<file path="config.mk">
export PLATFORM = sky130hd
export DESIGN_NAME = load_store_unit
export DESIGN_NICKNAME = d
export VERILOG_FILES = /design/src/rtl/load_store_unit.sv
export SDC_FILE = /design/constraint.sdc
export NUM_CORES = 1
export LEC_CHECK = 0
export CAP_MARGIN = 25
export CORE_MARGIN = 2
export CORE_UTILIZATION = 50
export CTS_CLUSTER_DIAMETER = 120
export CTS_CLUSTER_SIZE = 40
export DETAILED_ROUTE_END_ITERATION = 6
export PLACE_DENSITY = 0.86
export SLEW_MARGIN = 30
export SYNTH_ARGS = -nofsm -noshare
export SYNTH_HDL_FRONTEND = slang
export SYNTH_SLANG_ARGS = --single-unit
</file>
<file path="constraint.sdc">
create_clock -name clock -period 3.1 [get_ports clock]
set_input_delay 0.62 -clock clock [delete_from_list [all_inputs] [get_ports clock]]
set_output_delay 0.62 -clock clock [all_outputs]
set_load 0.01 [all_outputs]
</file>
<file path="src/rtl/load_store_unit.sv">
// Load/store unit between a core and a word-addressed data memory.
// Sub-word stores are done as read-modify-write; every output is a register.
module load_store_unit #(
   parameter int MEM_WORDS = 32
) (
   input  logic        clock,
   input  logic        reset,
   input  logic        req_i,
   input  logic        is_store_i,
   input  logic [1:0]  size_i,
   input  logic        sign_ext_i,
   input  logic [31:0] byte_addr_i,
   input  logic [31:0] store_data_i,
   output logic        busy_o,
   output logic        done_o,
   output logic [31:0] load_data_o,
   output logic        misaligned_o,
   output logic        range_err_o,
   output logic        mem_read_o,
   output logic        mem_write_o,
   output logic [31:0] mem_address_o,
   output logic [31:0] mem_wdata_o,
   input  logic [31:0] mem_rdata_i
);

   typedef enum logic [2:0] {IDLE, READ, CAPTURE, WRITE, DONE} state_t;

   localparam logic [29:0] MemWordsLimit = 30'(MEM_WORDS);

   state_t      state_q;
   logic        isStore_q;
   logic [1:0]  size_q;
   logic        signExt_q;
   logic [1:0]  addrLow_q;
   logic [15:0] storeLow_q;
   logic        busy_q, done_q, misaligned_q, rangeErr_q, memRead_q, memWrite_q;
   logic [31:0] loadData_q, memAddress_q, memWdata_q;

   logic        reqMisaligned, reqRangeErr;
   logic [4:0]  laneShift;
   logic [31:0] laneData, laneMask, loadResult, mergedWord;

   assign reqMisaligned = (size_i == 2'b11) ||
                          ((size_i == 2'b01) && byte_addr_i[0]) ||
                          ((size_i == 2'b10) && (byte_addr_i[1:0] != 2'b00));
   assign reqRangeErr   = (byte_addr_i[31:2] >= MemWordsLimit);

   // Halfwords are aligned here, so the byte-lane shift also selects the half.
   always_comb begin
      laneShift  = {addrLow_q, 3'b000};
      laneData   = mem_rdata_i >> laneShift;
      laneMask   = (size_q == 2'b00) ? (32'h0000_00FF << laneShift)
                                     : (32'h0000_FFFF << laneShift);
      mergedWord = (mem_rdata_i & ~laneMask) |
                   ((32'(storeLow_q) << laneShift) & laneMask);
      case (size_q)
         2'b00:   loadResult = {{24{signExt_q & laneData[7]}}, laneData[7:0]};
         2'b01:   loadResult = {{16{signExt_q & laneData[15]}}, laneData[15:0]};
         default: loadResult = mem_rdata_i;
      endcase
   end

   // Control FSM; pulse outputs default low each cycle and are raised on entry.
   always_ff @(posedge clock) begin
      if (reset) begin
         state_q      <= IDLE;
         isStore_q    <= 1'b0;
         size_q       <= 2'b00;
         signExt_q    <= 1'b0;
         addrLow_q    <= 2'b00;
         storeLow_q   <= 16'h0000;
         busy_q       <= 1'b0;
         done_q       <= 1'b0;
         misaligned_q <= 1'b0;
         rangeErr_q   <= 1'b0;
         memRead_q    <= 1'b0;
         memWrite_q   <= 1'b0;
         loadData_q   <= 32'h0;
         memAddress_q <= 32'h0;
         memWdata_q   <= 32'h0;
      end else begin
         done_q       <= 1'b0;
         misaligned_q <= 1'b0;
         rangeErr_q   <= 1'b0;
         memRead_q    <= 1'b0;
         memWrite_q   <= 1'b0;
         case (state_q)
            IDLE: begin
               if (req_i) begin
                  isStore_q    <= is_store_i;
                  size_q       <= size_i;
                  signExt_q    <= sign_ext_i;
                  addrLow_q    <= byte_addr_i[1:0];
                  storeLow_q   <= store_data_i[15:0];
                  memAddress_q <= {2'b00, byte_addr_i[31:2]};
                  busy_q       <= 1'b1;
                  if (reqMisaligned || reqRangeErr) begin
                     misaligned_q <= reqMisaligned;
                     rangeErr_q   <= reqRangeErr;
                     done_q       <= 1'b1;
                     state_q      <= DONE;
                  end else if (is_store_i && (size_i == 2'b10)) begin
                     memWdata_q <= store_data_i;
                     memWrite_q <= 1'b1;
                     state_q    <= WRITE;
                  end else begin
                     memRead_q <= 1'b1;
                     state_q   <= READ;
                  end
               end
            end
            READ: state_q <= CAPTURE;
            CAPTURE: begin
               if (isStore_q) begin
                  memWdata_q <= mergedWord;
                  memWrite_q <= 1'b1;
                  state_q    <= WRITE;
               end else begin
                  loadData_q <= loadResult;
                  done_q     <= 1'b1;
                  state_q    <= DONE;
               end
            end
            WRITE: begin
               done_q  <= 1'b1;
               state_q <= DONE;
            end
            DONE: begin
               busy_q  <= 1'b0;
               state_q <= IDLE;
            end
            default: begin
               busy_q  <= 1'b0;
               state_q <= IDLE;
            end
         endcase
      end
   end

   assign busy_o        = busy_q;
   assign done_o        = done_q;
   assign load_data_o   = loadData_q;
   assign misaligned_o  = misaligned_q;
   assign range_err_o   = rangeErr_q;
   assign mem_read_o    = memRead_q;
   assign mem_write_o   = memWrite_q;
   assign mem_address_o = memAddress_q;
   assign mem_wdata_o   = memWdata_q;

endmodule

</file>
* Word level (Yosys, flattened, before mapping)
Cells that the tools add are included.
Storage, ports and cells: output and inout bits 102, register bits after elaboration 125
Cells by class: equal/unequal tests 11, magnitude comparators 1, reductions and logical operators 17, shift operators 4, bitwise logic cells 11, mux-type cells 24
Operator list (count):
- 32-bit two-way mux | 5
- 32-bit one-hot mux with 2 select lines | 2
- 32-bit AND | 2
- 32-bit NOT | 1
- 32-bit bitwise OR | 1
- 16-bit by 5-bit << shifter with 32-bit output | 1
- 16-bit by 5-bit << shifter with 32-bit output, first input constant | 1
- 8-bit by 5-bit << shifter with 32-bit output, first input constant | 1
- 32-bit by 5-bit >> shifter with 16-bit output | 1
- 30-bit by 6-bit greater-or-equal comparator with 1-bit output, second input constant | 1
- 3-bit one-hot mux with 4 select lines | 1
- 1-bit two-way mux | 9
- 3-bit two-way mux | 3
- 2-bit != test, second input constant | 4
- 4-bit OR reduction | 2
- 3-bit by 2-bit == test with 1-bit output, second input constant | 2
- 2-bit AND reduction | 3
- 1-bit NOT | 5
- 5-bit AND reduction | 1
- 2-bit by 1-bit == test with 1-bit output, second input constant | 2
- 2-bit == test, second input constant | 2
- 1-bit one-hot mux with 2 select lines | 2
- 2-bit nonzero test | 2
- 3-bit by 1-bit == test with 1-bit output, second input constant | 1
- other kinds (8) | 13

* Longest topological paths before layout
Gate-level depths: netlist (run 1).
word-level depth 8, gate-level depth with buffers 8, depth with buffers taken out 5

* Worst setup path before layout (run 1)
OpenSTA, ideal clock, no wires.
kind input-to-reg, start point input port byte_addr_i[18], end point register memWdata_q[11] (netlist: mem_wdata_o[11]), path buffers 1, path slack 0.989 ns, arrival 1.988 ns, stages on the path 6, setup time 0.123 ns, data required time 2.977 ns, cells stage by stage nor4_1 nand4_1 nor3_4 a32oi_4 buf_6 mux2_1
On the way: longest elaborated chain between the ends 4
Ends and longest elaborated chain:
- from (decl) | line 12 | input logic [31:0] byte_addr_i,
- 30-bit by 6-bit greater-or-equal comparator with 1-bit output | line 46 | assign reqRangeErr = (byte_addr_i[31:2] >= MemWordsLimit);
- 1-bit logical OR | line 97 | if (reqMisaligned || reqRangeErr) begin
- 2-bit != test (no source line)
- 5-bit AND reduction (no source line)
- to (signal assigned) | line 103 | memWdata_q <= store_data_i;
- to (signal assigned) | line 115 | memWdata_q <= mergedWord;
- to (decl) | line 37 | logic [31:0] loadData_q, memAddress_q, memWdata_q;
No other way between the ends. A chain may end at the register's enable or synchronous reset.

* Worst setup path after layout (run 1)
start point input port mem_rdata_i[31], end point register loadData_q[19] (netlist: load_data_o[19])
On the way: longest elaborated chain between the ends 3
Ends and longest elaborated chain:
- from (decl) | line 23 | input logic [31:0] mem_rdata_i
- 32-bit by 5-bit >> shifter with 16-bit output * | line 51 | laneData = mem_rdata_i >> laneShift;
- 1-bit AND, on equally long branches | line 58, 57
- 32-bit one-hot mux with 2 select lines * | line 56 | case (size_q)
- to (signal assigned) | line 119 | loadData_q <= loadResult;
- to (decl) | line 37
Every way passes the cells marked *; elsewhere a longest branch is shown, timed or not.

==> run metrics, run 1 <==
worst setup skew after layout 12.0 ps; CTS Buf Count 17; fraction of the mapped netlist area in adder cells 0%; fillcell total 908; Final period util 79.5%; total internal power roughly 0.0035 W; clock-pin slew reported for the worst setup and hold paths after clock tree synthesis approximately 60 ps; run status complete, no violations; dominant synthesized flop cell sky130_fd_sc_hd__dfxtp_1; power share of the combinational group approximately an eighth; switching share of power 22.5%; placed wire-length estimate after detailed placement 14000 µm; GRT Residual Overflow 0; proportion of synthesized chip area in sequential cells ~41%; maximum number of pins on one net before global-route repair 67; worst-case hold path end point mem_address_o[13]$_SDFFE_PP0P_; cell depth of the worst hold path 2; Vias/cell around 5.9; flop2flop setup slack approximately 700 ps; WHS 453 ps; final hold violations 0; reg2reg end load_data_o[19]$_SDFFE_PP0P_; Yosys reg bits ~130; final core occ between 70% and 80%; Boundary Pins between 200 and 250; width of the die between 100 and 150 µm; number of global-route vias before repair ~6000; number of cells produced by synthesis around 760; first-pass GRT wire length 31100 µm; average wire per standard cell 18.1 µm; Max-cap violations 0; final wirelength ~20000 µm; DRT antenna net count 0; top cell type's share of synthesized area about two fifths; setup TNS after final layout 0 ps; slew at the pin closest to its max-slew limit between 900 and 1000 ps; clock root cell sky130_fd_sc_hd__clkbuf_16; Power per Cell Area 515 nW/µm²; share of async-settable or async-resettable flops after synthesis 0%; fraction of the mapped netlist area in simple logic gates a little under a quarter; largest driver fanout on the critical path 16; Synth warnings 0; share of cell area taken by muxes after synthesis about a tenth; number of port buffers 202; 1st-iter DRT viols 790; main combinational cell family by area after synthesis simple AND/OR/NAND/NOR gates; Synth Area in XOR/XNOR 0%; largest area contributor in the netlist sky130_fd_sc_hd__dfxtp_1; Detailed Routing Iterations Pass 1 6; clock latency at the later pin of the worst-skew pair roughly 420 ps; crit path capture type register; Starting Density between 50% and 60%; global router's overall resource usage 30.4%; Pleak 3.15 nW; achievable clock frequency 0.406 GHz; Clk network pwr share about half; clock net sink count 125; Hold Buf Count CTS 0; number of buffers added for setup after CTS 0; num rows 40; vertical die dimension around 110 µm; worst min-delay path category reg -> reg; Slew Limit Fails 0; vias 6400; Register-to-Register Path Depth 6; buffers from clock root to sink, at most 2; Area contributors post-synth sky130_fd_sc_hd__dfxtp_1 (41%), sky130_fd_sc_hd__nand2_1 (11%), sky130_fd_sc_hd__a21oi_1 (7.3%); Min-Delay Startpoint mem_address_o[13]$_SDFFE_PP0P_; share of post-route cells with drive strength above 1 roughly 8.7%; TritonCTS clock tree built; number of H-tree levels 4; final setup vio count 0; RSZ-0062 raised after global routing false; compound-cell area share of the yosys netlist a little over a fifth; antenna violations before repair 1; core region area about 12000 µm²; Arrival @ worst endpoint around 2700 ps; synthesis-to-finish area growth 44.4%; sequential share of power 37.0%; Max-slew headroom 38.8%; count leader, synth sky130_fd_sc_hd__nand2_1; Total Die Area approximately 13000 µm²; drt drc 0; final period demand of the worst path between 2000 and 2500 ps; placer congestion estimate between 0.9 and 1; total inserted antenna cells 0; distinct cell type count of the synthesized netlist 46; leading post-synthesis cells by instance count sky130_fd_sc_hd__nand2_1 (172), sky130_fd_sc_hd__dfxtp_1 (125), sky130_fd_sc_hd__a21oi_1 (89); Critical R2R Launch addrLow_q[0]$_SDFFE_PP0P_; switching power between 0.001 and 0.0015 W; data required time of the worst path 3340 ps; category of the worst setup path launch point input pin; number of cells upsized or downsized after cts 0; number of enable-type register cells in the synthesized netlist 0; mean instance size in the synthesized netlist about 8.1 µm²; Crit Path Category in -> reg; largest voltage drop on the vdd net 0.000433 V; nets 1031; post-synth design cell area about 6000 µm²
## cells by family (layout without fill, tap and decap cells)
family                 Yosys count  count (layout)
multiplexers                    53              53
flip-flops                     125             125
buffers and inverters           66             250
other                            1               2
AO/OA/AOI/OAI                  197             197
AND/OR/NAND/NOR                314             314
## power by group through the flow
stage / logic (W) / registers, W / clock network, W
after floorplan: 0.000239 / 0.00172 / 0
after global placement: 0.000514 / 0.00172 / 0
after detailed placement: 0.000520 / 0.00172 / 0
after CTS: 0.000525 / 0.00169 / 0.00236
after global routing: 0.000573 / 0.00169 / 0.00243
final: 0.000532 / 0.00169 / 0.00234
## flip-flops by register name, indices dropped and copies added (netlist names)
| name | cells |
|---|---|
| state_q | 3 |
| mem_wdata_o | 32 |
| done_o | 1 |
| mem_write_o | 1 |
| isStore_q | 1 |
| load_data_o | 32 |
| addrLow_q | 2 |
| size_q | 2 |
| busy_o | 1 |
| storeLow_q | 16 |
| mem_read_o | 1 |
| mem_address_o | 30 |
| signExt_q | 1 |
| misaligned_o | 1 |
| range_err_o | 1 |
## metal layers
layer | vias to the layer above | global-route usage, % | wire, µm
li1 | 2982 | - | -
met5 | - | 0 | 11
met2 | 368 | 48.1 | 9370
met1 | 2989 | 39.0 | 8060
met3 | 59 | 8.01 | 1670
met4 | 2 | 13.9 | 638
## worst max-delay path by stage
stage	startpoint	to	slack (ps)
finish	mem_rdata_i[31]	load_data_o[19]$_SDFFE_PP0P_	640
global route	byte_addr_i[18]	mem_wdata_o[22]$_SDFFE_PP0P_	540
CTS	mem_rdata_i[31]	load_data_o[19]$_SDFFE_PP0P_	700
detailed placement	byte_addr_i[18]	mem_wdata_o[18]$_SDFFE_PP0P_	280
global placement	byte_addr_i[18]	mem_wdata_o[11]$_SDFFE_PP0P_	370
floorplan	byte_addr_i[18]	mem_wdata_o[11]$_SDFFE_PP0P_	990
## worst max-delay path, cell delays in order
cell                              delay, ps
sky130_fd_sc_hd__clkdlybuf4s50_1        580
sky130_fd_sc_hd__mux2i_1                260
sky130_fd_sc_hd__mux4_2                 280
sky130_fd_sc_hd__nor3b_2                 50
sky130_fd_sc_hd__nor2_2                 730
sky130_fd_sc_hd__a211oi_1               180
## metrics by stage
stage	instances	total power [W]	instance area, µm²	worst slack (ps)
after global routing	1088	0.00470	8860	536
after global placement	1056	0.00223	8160	370
after detailed placement	1056	0.00224	8160	275
final	1088	0.00456	8860	637
after CTS	1088	0.00457	8860	697
after floorplan	757	0.00196	6140	989
## layout by cell type, fill, tap and decap left out, types with 15 or more instances in the layout
master	instances
sky130_fd_sc_hd__a21oi_1	89
sky130_fd_sc_hd__nor2b_1	26
sky130_fd_sc_hd__nand2_1	171
sky130_fd_sc_hd__clkdlybuf4s50_1	201
sky130_fd_sc_hd__mux2_2	15
sky130_fd_sc_hd__o21ai_0	16
sky130_fd_sc_hd__dfxtp_1	125
sky130_fd_sc_hd__nor2_1	58
sky130_fd_sc_hd__a22oi_1	38
sky130_fd_sc_hd__clkbuf_16	17
sky130_fd_sc_hd__mux2i_1	28
## cell type report
| cell class | instances | area, µm² | area share, % |
|---|---|---|---|
| multi-input cells | 566 | 3310 | 37.4 |
| flip-flops and latches | 125 | 2500 | 28.3 |
| repair buffers | 216 | 2150 | 24.3 |
| clock buffers | 22 | 464 | 5.24 |
| clock inverters | 10 | 234 | 2.64 |
| well taps | 147 | 184 | 2.08 |
| inverters | 2 | 7.51 | 0.0848 |
No activity file was read; power rests on OpenSTA's default activity.
==> inputs of run 2 (changes only) <==
--- a/config.mk
+++ b/config.mk
@@ -7,11 +7,11 @@
 export LEC_CHECK = 0
 export CAP_MARGIN = 25
 export CORE_MARGIN = 2
-export CORE_UTILIZATION = 50
+export CORE_UTILIZATION = 42
 export CTS_CLUSTER_DIAMETER = 120
 export CTS_CLUSTER_SIZE = 40
 export DETAILED_ROUTE_END_ITERATION = 6
-export PLACE_DENSITY = 0.86
+export PLACE_DENSITY = 0.77
 export SLEW_MARGIN = 30
 export SYNTH_ARGS = -nofsm -noshare
 export SYNTH_HDL_FRONTEND = slang
==> constraint.sdc (replaced) <==
create_clock -name clock -period 2.2 [get_ports clock]
set_input_delay 0.44 -clock clock [delete_from_list [all_inputs] [get_ports clock]]
set_output_delay 0.44 -clock clock [all_outputs]
set_load 0.01 [all_outputs]
==> run 2 against run 1 <==
  * Highest routed layer is now met4
  * Die area increased by 18%
  * Clock skew decreased by 2.2 ps
  * Critical path depth increased by 1
  * First-iteration DRC count decreased by 19%
  * Sequential share of layout area decreased by 0.56 points
  * Final area increased by 2.0%
  * Clock power increased by 12%
  * Utilization decreased by 11 points
==> run metrics, run 2 (synthesis gave the netlist of run 1 again) <==
fillcell total 1275 (+40%); area occupied by multi-input gates 3340 µm² (+0.83%); width of the die 125 µm (+8.8%); Vias/cell 5.50 (-6.5%); achievable clock frequency between 0.4 and 0.5 GHz; share of post-route cells with drive strength above 1 12.3% (+3.6 points); global router's overall resource usage 24.9% (-5.5 points); num rows 44 (+10%); synthesis-to-finish area growth 47.3%; clock root cell sky130_fd_sc_hd__clkbuf_16; DRT antenna net count 0 (unchanged); Max-cap violations 0 (unchanged); total inserted antenna cells 0 (unchanged); antenna violations before repair 0 (-1); Pleak 3.24 nW (+2.8%); clock-pin slew reported for the worst setup and hold paths after clock tree synthesis 50 ps (about the same); commonest cells after routing, fill and taps aside sky130_fd_sc_hd__clkdlybuf4s50_1 (201), sky130_fd_sc_hd__nand2_1 (171), sky130_fd_sc_hd__dfxtp_1 (125), sky130_fd_sc_hd__a21oi_1 (89), sky130_fd_sc_hd__nor2_1 (57); leading cell type in the layout, fill and taps excluded sky130_fd_sc_hd__clkdlybuf4s50_1; number of H-tree levels 4 (unchanged); final core occ 62.6% (-11 points); Total Die Area 15600 µm² (+18%); 1st-iter DRT viols 639 (-19%); worst setup margin 113 ps (-523 ps); nets 1061 (+2.9%); average wire per standard cell 17.2 µm (-5.1%); slew at the pin closest to its max-slew limit 619 ps (-298 ps); worst slack after detailed placement -408 ps (-683 ps); Sequential Area 2500 µm² (unchanged); Crit Path Category in -> reg; Max-slew headroom 58.7% (+20 points); Critical R2R Launch addrLow_q[0]$_SDFFE_PP0P_; Starting Density 42.5% (-8.5 points); final setup vio count 0 (unchanged); clock net sink count 125 (unchanged); timing startpoint of the critical path byte_addr_i[25]; drt drc 0 (unchanged); total power 0.00578 W (+27%); CTS Buf Count 17 (unchanged); WHS 449 ps (-4.07 ps); Arrival @ worst endpoint 2390 ps (-320 ps); data required time of the worst path 2500 ps (-840 ps); category of the worst setup path launch point input pin; first-pass GRT wire length 31100 µm (about the same); clock latency at the later pin of the worst-skew pair 430 ps (about the same); Final period util a little over nine tenths; worst min-delay path category reg -> reg; crit path capture type register; largest voltage drop on the vdd net 0.000489 V (+13%); Power per Cell Area 640 nW/µm² (+24%); placed wire-length estimate after detailed placement 14500 µm (+3.8%); largest stage delay on the critical path 420 ps (-310 ps); maximum number of pins on one net before global-route repair 59 (-12%); worst setup skew after layout 9.78 ps (-2.20 ps); number of global-route vias before repair 5950 (-0.034%); final period demand of the worst path 2090 ps; final hold violations 0 (unchanged); number of port buffers 202 (unchanged); vertical die dimension 125 µm (+8.8%); Boundary Pins 205 (unchanged); placer congestion estimate 0.895 (-3.0%); final wirelength 19900 µm (+0.69%); largest driver fanout on the critical path 27 (+11); run status complete, no violations; core region area 14400 µm² (+20%); TritonCTS clock tree built; Min-Delay Startpoint load_data_o[1]$_SDFFE_PP0P_; Detailed Routing Iterations Pass 1 5 (-1); vias 6350 (-0.78%); buffers from clock root to sink, at most 2 (unchanged); slowest cell on the critical path sky130_fd_sc_hd__clkdlybuf4s50_1; critical-path cell list clkdlybuf4s50_1 > nor4_1 > nand3_1 > nor3_4 > a32oi_4 > buf_12 > mux2_1; GRT Residual Overflow 0 (unchanged); Slew Limit Fails 0 (unchanged); RSZ-0062 raised after global routing false
-- run 2: cell count changes in the layout (fill, tap and decap cells not counted), sizes merged --
cell      before  now
bufinv         7    1
buf           15   45
clkinv         1    8
inv            2    3
clkinvlp       2    4
clkbuf        22   17
-- run 2: final timing paths --
check | endpoint | slack [ps] | depth (start not counted)
max reg2reg | mem_wdata_o[30]$_SDFFE_PP0P_ | 120 | 6
max | mem_wdata_o[19]$_SDFFE_PP0P_ | 110 | 7
min | load_data_o[1]$_SDFFE_PP0P_ | 450 | 2
min reg2reg | load_data_o[1]$_SDFFE_PP0P_ | 450 | 2
-- run 2: area by class of cell --
cell class | instances | share of cell area, %
clock buffer | 17 | 4.71
clock inverter | 14 | 1.37
inverter | 2 | 0.0831
multi-input combinational | 566 | 37.0
sequential | 125 | 27.7
tap | 184 | 2.55
timing repair buffer | 246 | 26.6
-- run 2: per-layer routing --
metal	track usage, %	wire [µm]
met1	32.4	8620
met2	40.1	9520
met3	5.88	1160
met4	9.54	581
met5	0	0
-- run 2: timing repair --
action,4_1_cts,5_1_grt
resized for setup,0,7
hold buffers,0,0
endpoints found under the setup margin,0,54
buffers inserted,0,1
-- run 2: critical path: cells and delay by family --
family                 cells  cell delay [ps]
AND/OR/NAND/NOR            3              850
multiplexers               1              320
AO/OA/AOI/OAI              1              160
buffers and inverters      2              610
-- run 2: stage by stage --
| step | setup TNS (ps) | cells | cell area [µm²] |
|---|---|---|---|
| floorplan | 0 | 757 | 6140 |
| global placement | -14920 | 1122 | 8450 |
| detailed placement | -17470 | 1122 | 8450 |
| CTS | 0 | 1153 | 9000 |
| global route | 0 | 1154 | 9030 |
| finish | 0 | 1154 | 9030 |
-- run 2: power breakdown --
part | leakage [nW] | internal, W | total [W] | switching (W)
Sequential | 1.02 | 0.00233 | 0.00238 | 0.0000502
Combinational | 1.96 | 0.000393 | 0.000787 | 0.000394
Clock | 0.261 | 0.00154 | 0.00262 | 0.00108
